<file path="src/rtl/lcd_msg_sequencer_if.sv">
// Character write handshake between the message sequencer and the LCD controller.
// The master drives characters; the slave (LCD side) reports init and write completion.
interface lcd_msg_sequencer_if;
  logic [7:0] data;
  logic       writeStart;
  logic       writeDone;
  logic       initDone;

  modport master (output data, writeStart, input writeDone, initDone);
  modport slave  (input data, writeStart, output writeDone, initDone);
endinterface

</file>
<file path="src/rtl/lcd_msg_sequencer.sv">
// Streams one of NUM_MSG runtime-loaded message slots to the LCD, one character per
// write handshake, expanding 0x80..0x8F escapes into hex digits of a snapshotted value.
module lcd_msg_sequencer #(
  parameter int DEPTH   = 16,
  parameter int NUM_MSG = 4,
  parameter int VAL_W   = 16,
  parameter int AW      = 4,
  parameter int SW      = 2,
  parameter int LW      = 5
) (
  input  logic                clkFSM,
  input  logic                resetFSM,
  lcd_msg_sequencer_if.master lcd,
  input  logic                start,
  input  logic [SW-1:0]       msgSel,
  input  logic                abort,
  input  logic [VAL_W-1:0]    valIn,
  input  logic                ldEn,
  input  logic [SW-1:0]       ldMsg,
  input  logic [AW-1:0]       ldAddr,
  input  logic [7:0]          ldData,
  input  logic                lenEn,
  input  logic [LW-1:0]       ldLen,
  output logic                busy,
  output logic                done,
  output logic                ready
);

  typedef enum logic [2:0] {S_INIT, S_READY, S_SEND, S_WAIT, S_DONE} state_t;

  state_t             state_q, state_d;
  logic               abort_q, abort_d;
  logic [7:0]         data_q, data_d;
  logic               wstart_q, wstart_d;
  logic               busy_q, busy_d;
  logic               done_q, done_d;
  logic               ready_q, ready_d;
  logic [SW-1:0]      sel_q, sel_d;
  logic [VAL_W-1:0]   val_q, val_d;
  logic [LW-1:0]      len_q, len_d;
  logic [AW-1:0]      idx_q, idx_d;
  logic [LW-1:0]      slot_len;
  logic               last_char;
  logic               load_ok;

  logic [7:0]         mem_q [NUM_MSG][DEPTH];
  logic [LW-1:0]      len_mem_q [NUM_MSG];

  function automatic logic [7:0] decode(input logic [7:0] c, input logic [VAL_W-1:0] v);
    logic [63:0] ext;
    logic [3:0]  n;
    int          k;
    ext = 64'(v);
    k   = int'(c[3:0]);
    n   = ext[4*k +: 4];
    if (c[7:4] != 4'h8)  return c;
    if (4*k + 3 >= VAL_W) return 8'h3F;
    if (n < 4'd10)       return 8'h30 + {4'h0, n};
    return 8'h37 + {4'h0, n};
  endfunction

  // The active slot is frozen while a message is in flight.
  assign load_ok   = !(busy_q && (ldMsg == sel_q));
  assign slot_len  = len_mem_q[msgSel];
  assign last_char = (LW'(idx_q) == len_q - LW'(1));

  always_comb begin
    state_d = state_q;
    abort_d = abort_q;
    sel_d   = sel_q;
    val_d   = val_q;
    len_d   = len_q;
    idx_d   = idx_q;
    case (state_q)
      S_INIT:  if (lcd.initDone) state_d = S_READY;
      S_READY: begin
        if (start) begin
          sel_d   = msgSel;
          val_d   = valIn;
          len_d   = (slot_len > LW'(DEPTH)) ? LW'(DEPTH) : slot_len;
          idx_d   = '0;
          abort_d = 1'b0;
          state_d = (len_d == '0) ? S_DONE : S_SEND;
        end
      end
      S_SEND: begin
        if (abort) abort_d = 1'b1;
        state_d = S_WAIT;
      end
      S_WAIT: begin
        if (abort) abort_d = 1'b1;
        if (lcd.writeDone) begin
          if (abort_q || abort || last_char) begin
            state_d = S_DONE;
          end else begin
            idx_d   = idx_q + AW'(1);
            state_d = S_SEND;
          end
        end
      end
      S_DONE: begin
        abort_d = 1'b0;
        state_d = S_READY;
      end
      default: state_d = S_INIT;
    endcase

    // Outputs are registered from the next state so they never glitch on inputs.
    wstart_d = (state_d == S_SEND);
    busy_d   = (state_d == S_SEND) || (state_d == S_WAIT);
    done_d   = (state_d == S_DONE);
    ready_d  = (state_d == S_READY);
    if (state_d == S_SEND)      data_d = decode(mem_q[sel_d][idx_d], val_d);
    else if (state_d == S_WAIT) data_d = data_q;
    else                        data_d = 8'h00;
  end

  always_ff @(posedge clkFSM or posedge resetFSM) begin
    if (resetFSM) begin
      state_q  <= S_INIT;
      abort_q  <= 1'b0;
      data_q   <= 8'h00;
      wstart_q <= 1'b0;
      busy_q   <= 1'b0;
      done_q   <= 1'b0;
      ready_q  <= 1'b0;
    end else begin
      state_q  <= state_d;
      abort_q  <= abort_d;
      data_q   <= data_d;
      wstart_q <= wstart_d;
      busy_q   <= busy_d;
      done_q   <= done_d;
      ready_q  <= ready_d;
    end
  end

  always_ff @(posedge clkFSM) begin
    sel_q <= sel_d;
    val_q <= val_d;
    len_q <= len_d;
    idx_q <= idx_d;
  end

  always_ff @(posedge clkFSM or posedge resetFSM) begin
    if (resetFSM) begin
      for (int i = 0; i < NUM_MSG; i++) len_mem_q[i] <= '0;
    end else if (lenEn && load_ok) begin
      len_mem_q[ldMsg] <= ldLen;
    end
  end

  // Character storage survives reset; only the lengths decide what is sendable.
  always_ff @(posedge clkFSM) begin
    if (ldEn && load_ok) mem_q[ldMsg][ldAddr] <= ldData;
  end

  assign lcd.data       = data_q;
  assign lcd.writeStart = wstart_q;
  assign busy           = busy_q;
  assign done           = done_q;
  assign ready          = ready_q;

endmodule

</file>
<file path="src/flat_wrapper.sv">
// flat-port wrapper written by rule: the top's interface ports become plain ports
module lcd_msg_sequencer_flat 
#(
  parameter int DEPTH   = 16,
  parameter int NUM_MSG = 4,
  parameter int VAL_W   = 16,
  parameter int AW      = 4,
  parameter int SW      = 2,
  parameter int LW      = 5
)
  (clkFSM, resetFSM, start, msgSel, abort, valIn, ldEn, ldMsg, ldAddr, ldData, lenEn, ldLen, busy, done, ready, lcd_data, lcd_writeStart, lcd_writeDone, lcd_initDone);
  lcd_msg_sequencer_if lcd_i ();
  input  logic clkFSM;
  input  logic resetFSM;
  input  logic start;
  input  logic [SW-1:0] msgSel;
  input  logic abort;
  input  logic [VAL_W-1:0] valIn;
  input  logic ldEn;
  input  logic [SW-1:0] ldMsg;
  input  logic [AW-1:0] ldAddr;
  input  logic [7:0] ldData;
  input  logic lenEn;
  input  logic [LW-1:0] ldLen;
  output logic busy;
  output logic done;
  output logic ready;
  output wire logic [$bits(lcd_i.data)-1:0] lcd_data;
  output wire logic [$bits(lcd_i.writeStart)-1:0] lcd_writeStart;
  input wire logic [$bits(lcd_i.writeDone)-1:0] lcd_writeDone;
  input wire logic [$bits(lcd_i.initDone)-1:0] lcd_initDone;
  assign lcd_data = lcd_i.data;
  assign lcd_writeStart = lcd_i.writeStart;
  assign lcd_i.writeDone = lcd_writeDone;
  assign lcd_i.initDone = lcd_initDone;
  lcd_msg_sequencer #(.DEPTH(DEPTH), .NUM_MSG(NUM_MSG), .VAL_W(VAL_W), .AW(AW), .SW(SW), .LW(LW)) u_core (.clkFSM(clkFSM), .resetFSM(resetFSM), .lcd(lcd_i), .start(start), .msgSel(msgSel), .abort(abort), .valIn(valIn), .ldEn(ldEn), .ldMsg(ldMsg), .ldAddr(ldAddr), .ldData(ldData), .lenEn(lenEn), .ldLen(ldLen), .busy(busy), .done(done), .ready(ready));
endmodule
</file>
<file path="config.mk">
export PLATFORM = sky130hd
export DESIGN_NAME = lcd_msg_sequencer_flat
export DESIGN_NICKNAME = d
export VERILOG_FILES = /design/src/rtl/lcd_msg_sequencer_if.sv /design/src/rtl/lcd_msg_sequencer.sv /design/src/flat_wrapper.sv
export SDC_FILE = /design/constraint.sdc
export NUM_CORES = 1
export LEC_CHECK = 0
export ABC_AREA = 1
export BUFFER_PORTS_ARGS = -buffer_cell sky130_fd_sc_hd__buf_4
export CORE_UTILIZATION = 55
export CTS_CLUSTER_SIZE = 40
export DETAILED_ROUTE_END_ITERATION = 8
export PLACE_DENSITY = 0.73
export SYNTH_ARGS = -nofsm -noshare
export SYNTH_HDL_FRONTEND = slang
export SYNTH_SLANG_ARGS = --single-unit
</file>
<file path="constraint.sdc">
create_clock -name clkFSM -period 7 [get_ports clkFSM]
set_input_delay 1.05 -clock clkFSM [delete_from_list [all_inputs] [get_ports clkFSM]]
set_output_delay 1.05 -clock clkFSM [all_outputs]
set_load 0.02 [all_outputs]
</file>
* After elaboration in Yosys (flattened, before gate mapping)
Memory sizes are Yosys's and may differ from the RTL's. Index checks and enable logic that the tools add are counted.
Storage, ports and cells: bits in registers 63, RAM bits 512, input port bits 45, output and inout port bits 12, word-level logic and storage cells 112, memories 1
Memory list:
- u_core.mem_q | words 4, width 128, rd ports 1, clocked after memory_dff 0, wr ports 1, line lcd_msg_sequencer.sv:46 | logic [7:0] mem_q [NUM_MSG][DEPTH];
Cells by class: add/subtract/negate cells 5, $lt $le $gt $ge 9, equal/unequal tests 14, shift operators 1, mux-type cells 48, bitwise gates (word level) 4, reduce and logical (&&, ||, !) cells 15
Operators by type and width (count):
- 2-to-1 mux 128 bit | 1
- 2-to-1 mux 8 bit | 11
- variable part select 64 x 7 -> 4 bit | 1
- binary-select mux 8 bit (select 4 bit) | 1
- demux 8 bit (select 4 bit) | 1
- >= comparator 32 x 6 -> 1 bit (second input constant) | 1
- 2-to-1 mux 16 bit | 2
- bitwise mux 20 bit | 1
- 2-to-1 mux 5 bit | 4
- 2-to-1 mux 3 bit | 5
- one-hot mux 3 bit (5 select lines) | 1
- adder 6 x 4 -> 7 bit (first input constant) | 2
- == test 3 x 2 -> 1 bit (second input constant) | 4
- 2-to-1 mux 1 bit | 12
- 2-to-1 mux 4 bit | 3
- binary-select mux 5 bit (select 2 bit) | 1
- demux 5 bit (select 2 bit) | 1
- >= comparator 5 bit (second input constant) | 2
- NOT 4 -> 5 bit | 2
- one-hot mux 4 bit (2 select lines) | 1
- adder 6 x 2 -> 7 bit (second input constant) | 1
- == test 3 x 1 -> 1 bit (second input constant) | 2
- == test 3 bit (second input constant) | 2
- >= comparator 3 bit (second input constant) | 2
- other kinds (23) | 32

* Logic depth before layout (Yosys ltp)
Gate-level depths: netlist of the first run.
depth after elaboration 22, mapped depth 32, mapped depth without buffers 32

* Worst setup path before layout of the first run
Ideal clock, no wire load.
kind input port to flip-flop, start point input port msgSel[0], end point register u_core.data_q[6], in the netlist u_core.lcd.data[6], data arrival time 3.393 ns, required time 6.884 ns, slack 3.491 ns, stages 28, buffers on the path 2, cells stage by stage buf_2 > nand2_1 > o21ai_1 > nand2_1 > nand2_2 > clkbuf_1 > nor2_1 > o22ai_1 > inv_1 > nand2_1 > nand3_1 > nand3_1 > nand3_2 > nand2_2 > inv_1 > nand2_1 > nand3_1 > nand2_1 > inv_1 > nand2_1 > ha_1 > inv_1 > a21oi_1 > nor2_1 > nand2_1 > nand2_1 > nand2_1 > nand2_1
Between the ends: cells in the longest elaborated chain, start to end 16
Ends and longest elaborated chain:
- start: declaration | line flat_wrapper.sv:16 | input logic [SW-1:0] msgSel;
- branches (longest 16 deep; another with memory (4 x 128 bit))
- end signal: assignment | line lcd_msg_sequencer.sv:130 | data_q <= data_d;
- end: declaration | line lcd_msg_sequencer.sv:33 | logic [7:0] data_q, data_d;
Parallel ways; which one is timed is not known. The select of a mux whose other input is x is not followed. A chain may end at the register's enable or synchronous reset.

* Worst setup path after layout of the first run
start point register u_core.len_q[0], end point register u_core.data_q[6], in the netlist u_core.lcd.data[6]
Between the ends: cells in the longest elaborated chain, start to end 20
Ends and longest elaborated chain:
- start: declaration | line lcd_msg_sequencer.sv:40 | logic [LW-1:0] len_q, len_d;
- start signal: assignment | line lcd_msg_sequencer.sv:141 | len_q <= len_d;
- subtractor 5 x 1 -> 5 bit (*) | line lcd_msg_sequencer.sv:65 | assign last_char = (LW'(idx_q) == len_q - LW'(1));
- == test 4 x 5 -> 1 bit (*) | line lcd_msg_sequencer.sv:65
- logical OR 1 bit (*) | line lcd_msg_sequencer.sv:93 | if (abort_q || abort || last_char) begin
- branches (longest 17 deep; another with >= comparator 32 x 6 -> 1 bit)
Every way passes the cells marked *. The select of a mux whose other input is x is not followed.

==> run metrics, run 1 <==
DRC 0; Sum Neg Setup Slack 0 ns; Net Switching 4.212 mW; max cap viols 0; DR WL met2 27.44 mm; Area Growth Syn to Fin 10.61%; worst skew pair latency 0.59 ns; Vias/cell 5.970; outcome completed; met1 WL 22.85 mm; Final Util 61.55%; die area 44,320 µm²; first-pass GRT wire length 87.77 mm; area of the core 42,980 µm²; vias in the first global route 15,250; Post-synth EDFFs 517; IO Port Bufs 56; Clk network pwr share 26.7%; crit-path max cell delay 0.62 ns; VDD IR-drop max 0.0003533 V; CTS tree yes; CTS Buf Count 54; final hold vios 0; routed via count 16,030; Power, Total 11.07 mW; Num Clock Sinks 575; CP Max Fanout 38; maximum clock rate 209.9 MHz; largest family of logic cells by synthesized area simple AND/OR/NAND/NOR gates; 1st-iter DRT viols 1,965; Int Power 6.862 mW; final setup fails 0; Die X 210.5 µm; Yosys reg bits 575; Worst Setup End Kind flip-flop; mux cell area share after synthesis 0.8684%; RD Place Congestion 0.8742; CP required 7.49 ns; Reg power frac 35.8%; Synth Area in Adders 0.1569%; Post-CTS Hold Fix Bufs 0; HPWL Detailed 32.73 mm; Fillers 3,296; top routing layer in use met4; post-synthesis compound-gate area fraction 8.412%; Syn Nets 2,088; Worst Setup Start Kind flip-flop; Antenna Nets Post-Route 0; yosys warns 0; area of the mapped netlist 23,920 µm²; xor/xnor cell area share of the yosys netlist 0%; fin area 26,460 µm²; Placed Area 24,670 µm²; Async S/R FF share, synth 6.261%; nets 2,105; fin. max-slew vios 0; CTS Buffer Depth 3; measured slew at the worst slew-check pin 1.236 ns; Crit path arrival time 5.25 ns; Worst-path clk slew 0.06 ns; cell leakage power 9.381 nW; largest net degree at the start of global routing 189; GRT Util Overall 26.19%; 1st-pass router iterations 6; routed len/inst 21.48 µm; die height 210.5 µm; non-filler instance count after layout 2,685; initial antenna violation count 1; Clk Tree Root Cell clkbuf_16; slowest CP cell inv_2; DR WL met3 5.209 mm; Hold Slack 0.4680 ns; sw frac 38.04%; Place WS 1.797 ns; Primary FF master, synth edfxtp_1; std cell rows 76; CTS resizes 0; final worst setup slack 2.235 ns; Simple-Gate Fraction of Synth Area 16.33%; power per cell area 418.6 nW/µm²; Final period util 68.07%; min-delay worst type reg -> reg; DP Cell Count 2,586; clock skew 0.01075 ns; postcts setup bufs 0; Synth cell types 42; layout cells sized above 1 10.15%; Total Wirelength 57.67 mm; Initial Util 55.64%; Worst slew margin 17.43%; RSZ-0062 raised after global routing no; Syn Inst Count 2,040; Worst path most repeated cell nand2_1; H-tree Lvls 2; Combinational Power Share 37.5%; Period minus WS final 4.765 ns; register-to-register setup slack 2.23 ns; syn_area_per_cell 11.72 µm²; Seq/Total Area, Yosys 70.52%; global route overflow 0; kind of critical path reg -> reg; number of top-level pins 57
==> cells in the mapped netlist (all sizes together), types with 5 or more instances <==
master | number | area [µm²]
o211ai | 40 | 310.3
o221ai | 13 | 113.9
buf | 85 | 500.5
dfrtp | 36 | 900.9
a21oi | 22 | 110.1
o21ai | 192 | 987.2
nand2 | 381 | 1458
edfxtp | 517 | 15520
clkbuf | 28 | 105.1
mux2 | 14 | 157.7
nand3b | 5 | 37.54
or2 | 10 | 62.56
o21bai | 13 | 97.59
nand3 | 254 | 1306
inv | 75 | 281.5
o22a | 8 | 70.07
mux2i | 5 | 50.05
o22ai | 40 | 250.2
dfxtp | 22 | 440.4
nor2 | 264 | 1021
==> cells by family after synthesis <==
family / after synthesis
fa+ha+maj: 3
buf+inv: 188
compound gates: 337
mux: 19
simple gates: 918
flops: 575
==> state kept, by name, indices dropped and copies added (netlist names) <==
name and flops:
u_core.len_q 5, u_core.state_q 3, u_core.val_q 16, u_core.mem_q 512, u_core.lcd.writeStart 1, u_core.lcd.data 8, u_core.busy 1, u_core.sel_q 2
u_core.idx_q 4, u_core.abort_q 1, u_core.ready 1, u_core.done 1, u_core.len_mem_q 20
==> worst paths after layout <==
path                       depth (start not counted)            start              endpoint
min reg2reg                                        2  u_core.val_q[8]       u_core.val_q[8]
min in group asynchronous                          3         resetFSM  u_core.len_mem_q[13]
min                                                2  u_core.val_q[8]       u_core.val_q[8]
max in group asynchronous                          3         resetFSM     u_core.state_q[0]
max                                               32  u_core.len_q[0]    u_core.lcd.data[6]
max reg2reg                                       32  u_core.len_q[0]    u_core.lcd.data[6]
==> routing by layer <==
metal  vias to the layer above  GRT usage (%)
met5                         -              0
met4                         0          10.89
met3                       123          3.978
met2                       853          42.57
met1                      7727          35.47
li1                       7326              -
==> critical path: cells and delay by family, from the launching register on <==
| family | cells | cell delay (ns) |
|---|---|---|
| AOI/OAI and AO/OA | 1 | 0.20 |
| buffers and inverters | 7 | 1.31 |
| and+or+nand+nor | 22 | 2.33 |
| DFF | 1 | 0.42 |
| adders and majority gates | 2 | 0.38 |
==> area by class of cell <==
class / instances / area [µm²] / area share [%]
diodes: 1 / 2.502 / 0.009459
flip-flops and latches: 575 / 16870 / 63.75
repair buffers: 74 / 605.6 / 2.289
clock inverters: 29 / 311.5 / 1.178
inverters: 75 / 289.0 / 1.093
well taps: 585 / 732.0 / 2.767
multi-input cells: 1277 / 6177 / 23.35
clock buffers: 69 / 1471 / 5.562
==> cell usage in the layout, fill, tap and decap left out, drive strengths merged, types with 3 or more instances in the layout <==
cell type / instances
o21ai: 192
o21bai: 13
o211ai: 40
ha: 3
edfxtp: 517
dfrtp: 36
o22a: 8
nand3b: 5
bufinv: 7
clkbuf: 69
nand3: 254
a31oi: 3
buf: 74
mux2: 14
o22ai: 40
nor3: 3
a21oi: 22
clkinv: 20
o221ai: 13
mux2i: 5
nand2: 381
dfxtp: 22
or2: 10
inv: 75
nor2: 264
==> power groups by stage <==
stage / Clock (mW) / Combinational, mW / Sequential (mW)
4_1_cts: 2.99 / 4.11 / 3.97
3_3_place_gp: 0 / 3.98 / 4.03
3_5_place_dp: 0 / 4.08 / 4.04
6_report: 2.96 / 4.15 / 3.97
2_1_floorplan: 0 / 2.97 / 4.04
5_1_grt: 3.11 / 4.55 / 3.98
Note: power is estimated with default switching activity, not from simulation.
==> run 2, diff against run 1 <==
ABC_AREA = 0   (was 1)
clock period = 4.51 ns   (was 7 ns; I/O delays follow)
==> run 2 against run 1 <==
Effect of this change:
- critical path type unchanged
- first-iteration DRC count grew 4.9%
- worst setup slack got worse by 2.1 ns
- synthesized cell count shrank 17%
- clock-buffer cell count grew 6
- wire length increased by 5.7%
- area after synthesis shrank 0.99%
- sequential power is 56% higher
==> run metrics, run 2 <==
outcome completed; number of top-level pins 57; post-synthesis compound-gate area fraction 6.119%; 1st-iter DRT viols 2,061; Post-synth EDFFs 517; Die X 209.5 µm; area of the mapped netlist 23,680 µm²; yosys warns 0; Final period util 97.34%; area share of the leading cell type in the synthesized netlist 65.56%; routed len/inst 25.17 µm; largest family of logic cells by synthesized area simple AND/OR/NAND/NOR gates; Primary FF master, synth edfxtp_1; CTS Buffer Depth 3; Hold Slack 0.2030 ns; Crit Reg-Reg Startpoint u_core.len_q[2]; VDD IR-drop max 0.0004071 V; 1st-pass router iterations 7; area of the core 42,230 µm²; power per cell area 668.6 nW/µm²; R2R cell count 20; worst skew pair latency 0.60 ns; Vias/cell 6.347; Fillers 2,910; layout cells sized above 1 21.16%; fin. max-slew vios 0; H-tree Lvls 2; Final Util 65.23%; CTS tree yes; Num Clock Sinks 575; most frequent cell after synthesis edfxtp_1; RSZ-0062 raised after global routing yes; Simple-Gate Fraction of Synth Area 12.90%; Worst Setup Start Kind flip-flop; maximum clock rate 227.8 MHz; xor/xnor cell area share of the yosys netlist 0.2959%; kind of critical path reg -> reg; std cell rows 75; syn_area_per_cell 14.05 µm²; CTS Buf Count 56; Synth cell types 74; global route overflow 0; Worst Setup End Kind flip-flop; max cap viols 0; number of flip-flops under the largest register name 512; most frequent cells in the layout edfxtp_1, nand2_1, buf_4; clock skew 0.01274 ns; final setup fails 0; largest net degree at the start of global routing 65; mux cell area share after synthesis 6.864%; final hold vios 0; Synth area leader edfxtp_1; non-filler instance count after layout 2,421; Seq/Total Area, Yosys 71.23%; die area 43,890 µm²; area of the multi-input gates 6495 µm²; Post-CTS Hold Fix Bufs 0; Largest regs u_core.mem_q x512, u_core.len_mem_q x20, u_core.val_q x16; DP Cell Count 2,303; CP Max Fanout 14; Syn Inst Count 1,685; CP required 4.99 ns; RD Place Congestion 0.9316; Period minus WS final 4.390 ns; min-delay worst type in -> async; Initial Util 56.07%; HPWL Detailed 37.00 mm; Total Wirelength 60.94 mm; initial antenna violation count 0; vias in the first global route 14,990; routed via count 15,370; Yosys reg bits 575; DRC 0; first-pass GRT wire length 91.17 mm; Worst-path clk slew 0.06 ns; Most flops, register u_core.mem_q; Crit path arrival time 4.87 ns; commonest cells in the netlist edfxtp_1, nand2_1, nand3_1; most common cell after layout, fill and taps aside edfxtp_1; Async S/R FF share, synth 6.261%; cell leakage power 9.715 nW; Antenna Nets Post-Route 0; Syn Nets 1,733; Area Growth Syn to Fin 16.33%; Worst slew margin 25.30%; synth top area cells edfxtp_1, nand2_1, dfrtp_1; GRT Util Overall 27.93%; measured slew at the worst slew-check pin 1.118 ns; register-to-register setup slack 0.12 ns; nets 1,885; Clk Tree Root Cell clkbuf_16; storage element area 16,870 µm²; worst r2r dst u_core.lcd.data[1]; IO Port Bufs 56; Synth Area in Adders 0.1585%; die height 209.5 µm
## run 2: changes by cell type in the layout (fill, tap and decap cells not counted), moves of 22 or more
cell	before	now
a311oi_1	0	22
nand4_1	1	26
inv_1	60	6
a31oi_1	3	35
and3_1	0	43
buf_4	70	175
o21ai_0	158	24
o22ai_1	40	14
nand3_1	247	107
nand2_1	372	324
mux4_2	0	36
mux2i_1	5	40
o211ai_1	38	0
nor2_1	258	92
## run 2: layer usage
metal  track usage, %  part of all wire (%)  vias up
met1            38.98                    39     7614
li1                 -                     -     6707
met4            10.45                   3.6        0
met3            4.968                    10      148
met2            44.34                    47      897
met5                0                     0        -
## run 2: critical path, stage by stage, from the launching register on
cell and delay [ns]:
edfxtp_1 0.50, xor2_1 0.27, nor3_4 0.08, o311a_1 0.41, buf_4 0.16, o311ai_0 0.29
and2_2 0.26, buf_6 0.23, nor4_2 0.08, buf_4 0.16, nand4_1 0.11, nand4_1 0.24
a21oi_1 0.26, buf_4 0.15, nor4b_4 0.17, buf_4 0.18, nor4b_4 0.05, buf_4 0.17
buf_4 0.13, nand2b_1 0.13, a32o_1 0.24
## run 2: worst max-delay path by stage
stage / end / start
after floorplan: u_core.lcd.data[1] / u_core.len_q[0]
after global placement: u_core.lcd.data[1] / u_core.len_q[0]
after detailed placement: u_core.lcd.data[1] / u_core.len_q[0]
after CTS: u_core.lcd.data[2] / u_core.len_q[0]
after global routing: u_core.lcd.data[2] / u_core.len_q[1]
final: u_core.lcd.data[1] / u_core.len_q[2]
## run 2: cells by family after synthesis
group / Yosys count
fa+ha+maj: 3
mux: 111
compound gates: 208
flops: 575
simple gates: 666
buf+inv: 114
xor+xnor: 8
## run 2: layout make-up
class	instances	area share [%]
clock buffers	75	5.496
well taps	539	2.448
inverters	15	0.2589
diodes	1	0.009084
multi-input cells	996	23.58
flip-flops and latches	575	61.23
repair buffers	193	6.041
clock inverters	27	0.9402
## run 2: timing repair
item	CTS	global route
buffers inserted	6	7
gates cloned	1	1
pin swaps	5	11
resized for setup	15	45
setup endpoints to repair	7	7
## run 2: report_power, final
group | internal (mW) | leakage, nW | switching [mW]
combinational | 3.17 | 3.58 | 4.50
clock | 2.63 | 0.858 | 1.93
sequential | 6.06 | 5.28 | 0.138
total | 11.9 | 9.71 | 6.56
## run 2: per-stage QoR
| stage | setup TNS [ns] | cell area, µm² | setup WS, ns | power [mW] |
|---|---|---|---|---|
| after floorplan | 0 | 23680 | 0.3692 | 10.49 |
| after global placement | -0.07854 | 25340 | -0.07854 | 12.93 |
| after detailed placement | -0.8009 | 25340 | -0.1979 | 13.08 |
| after CTS | 0 | 27250 | 0.01590 | 17.86 |
| after global routing | -0.2321 | 27540 | -0.07134 | 19.12 |
| final | 0 | 27550 | 0.1200 | 18.42 |
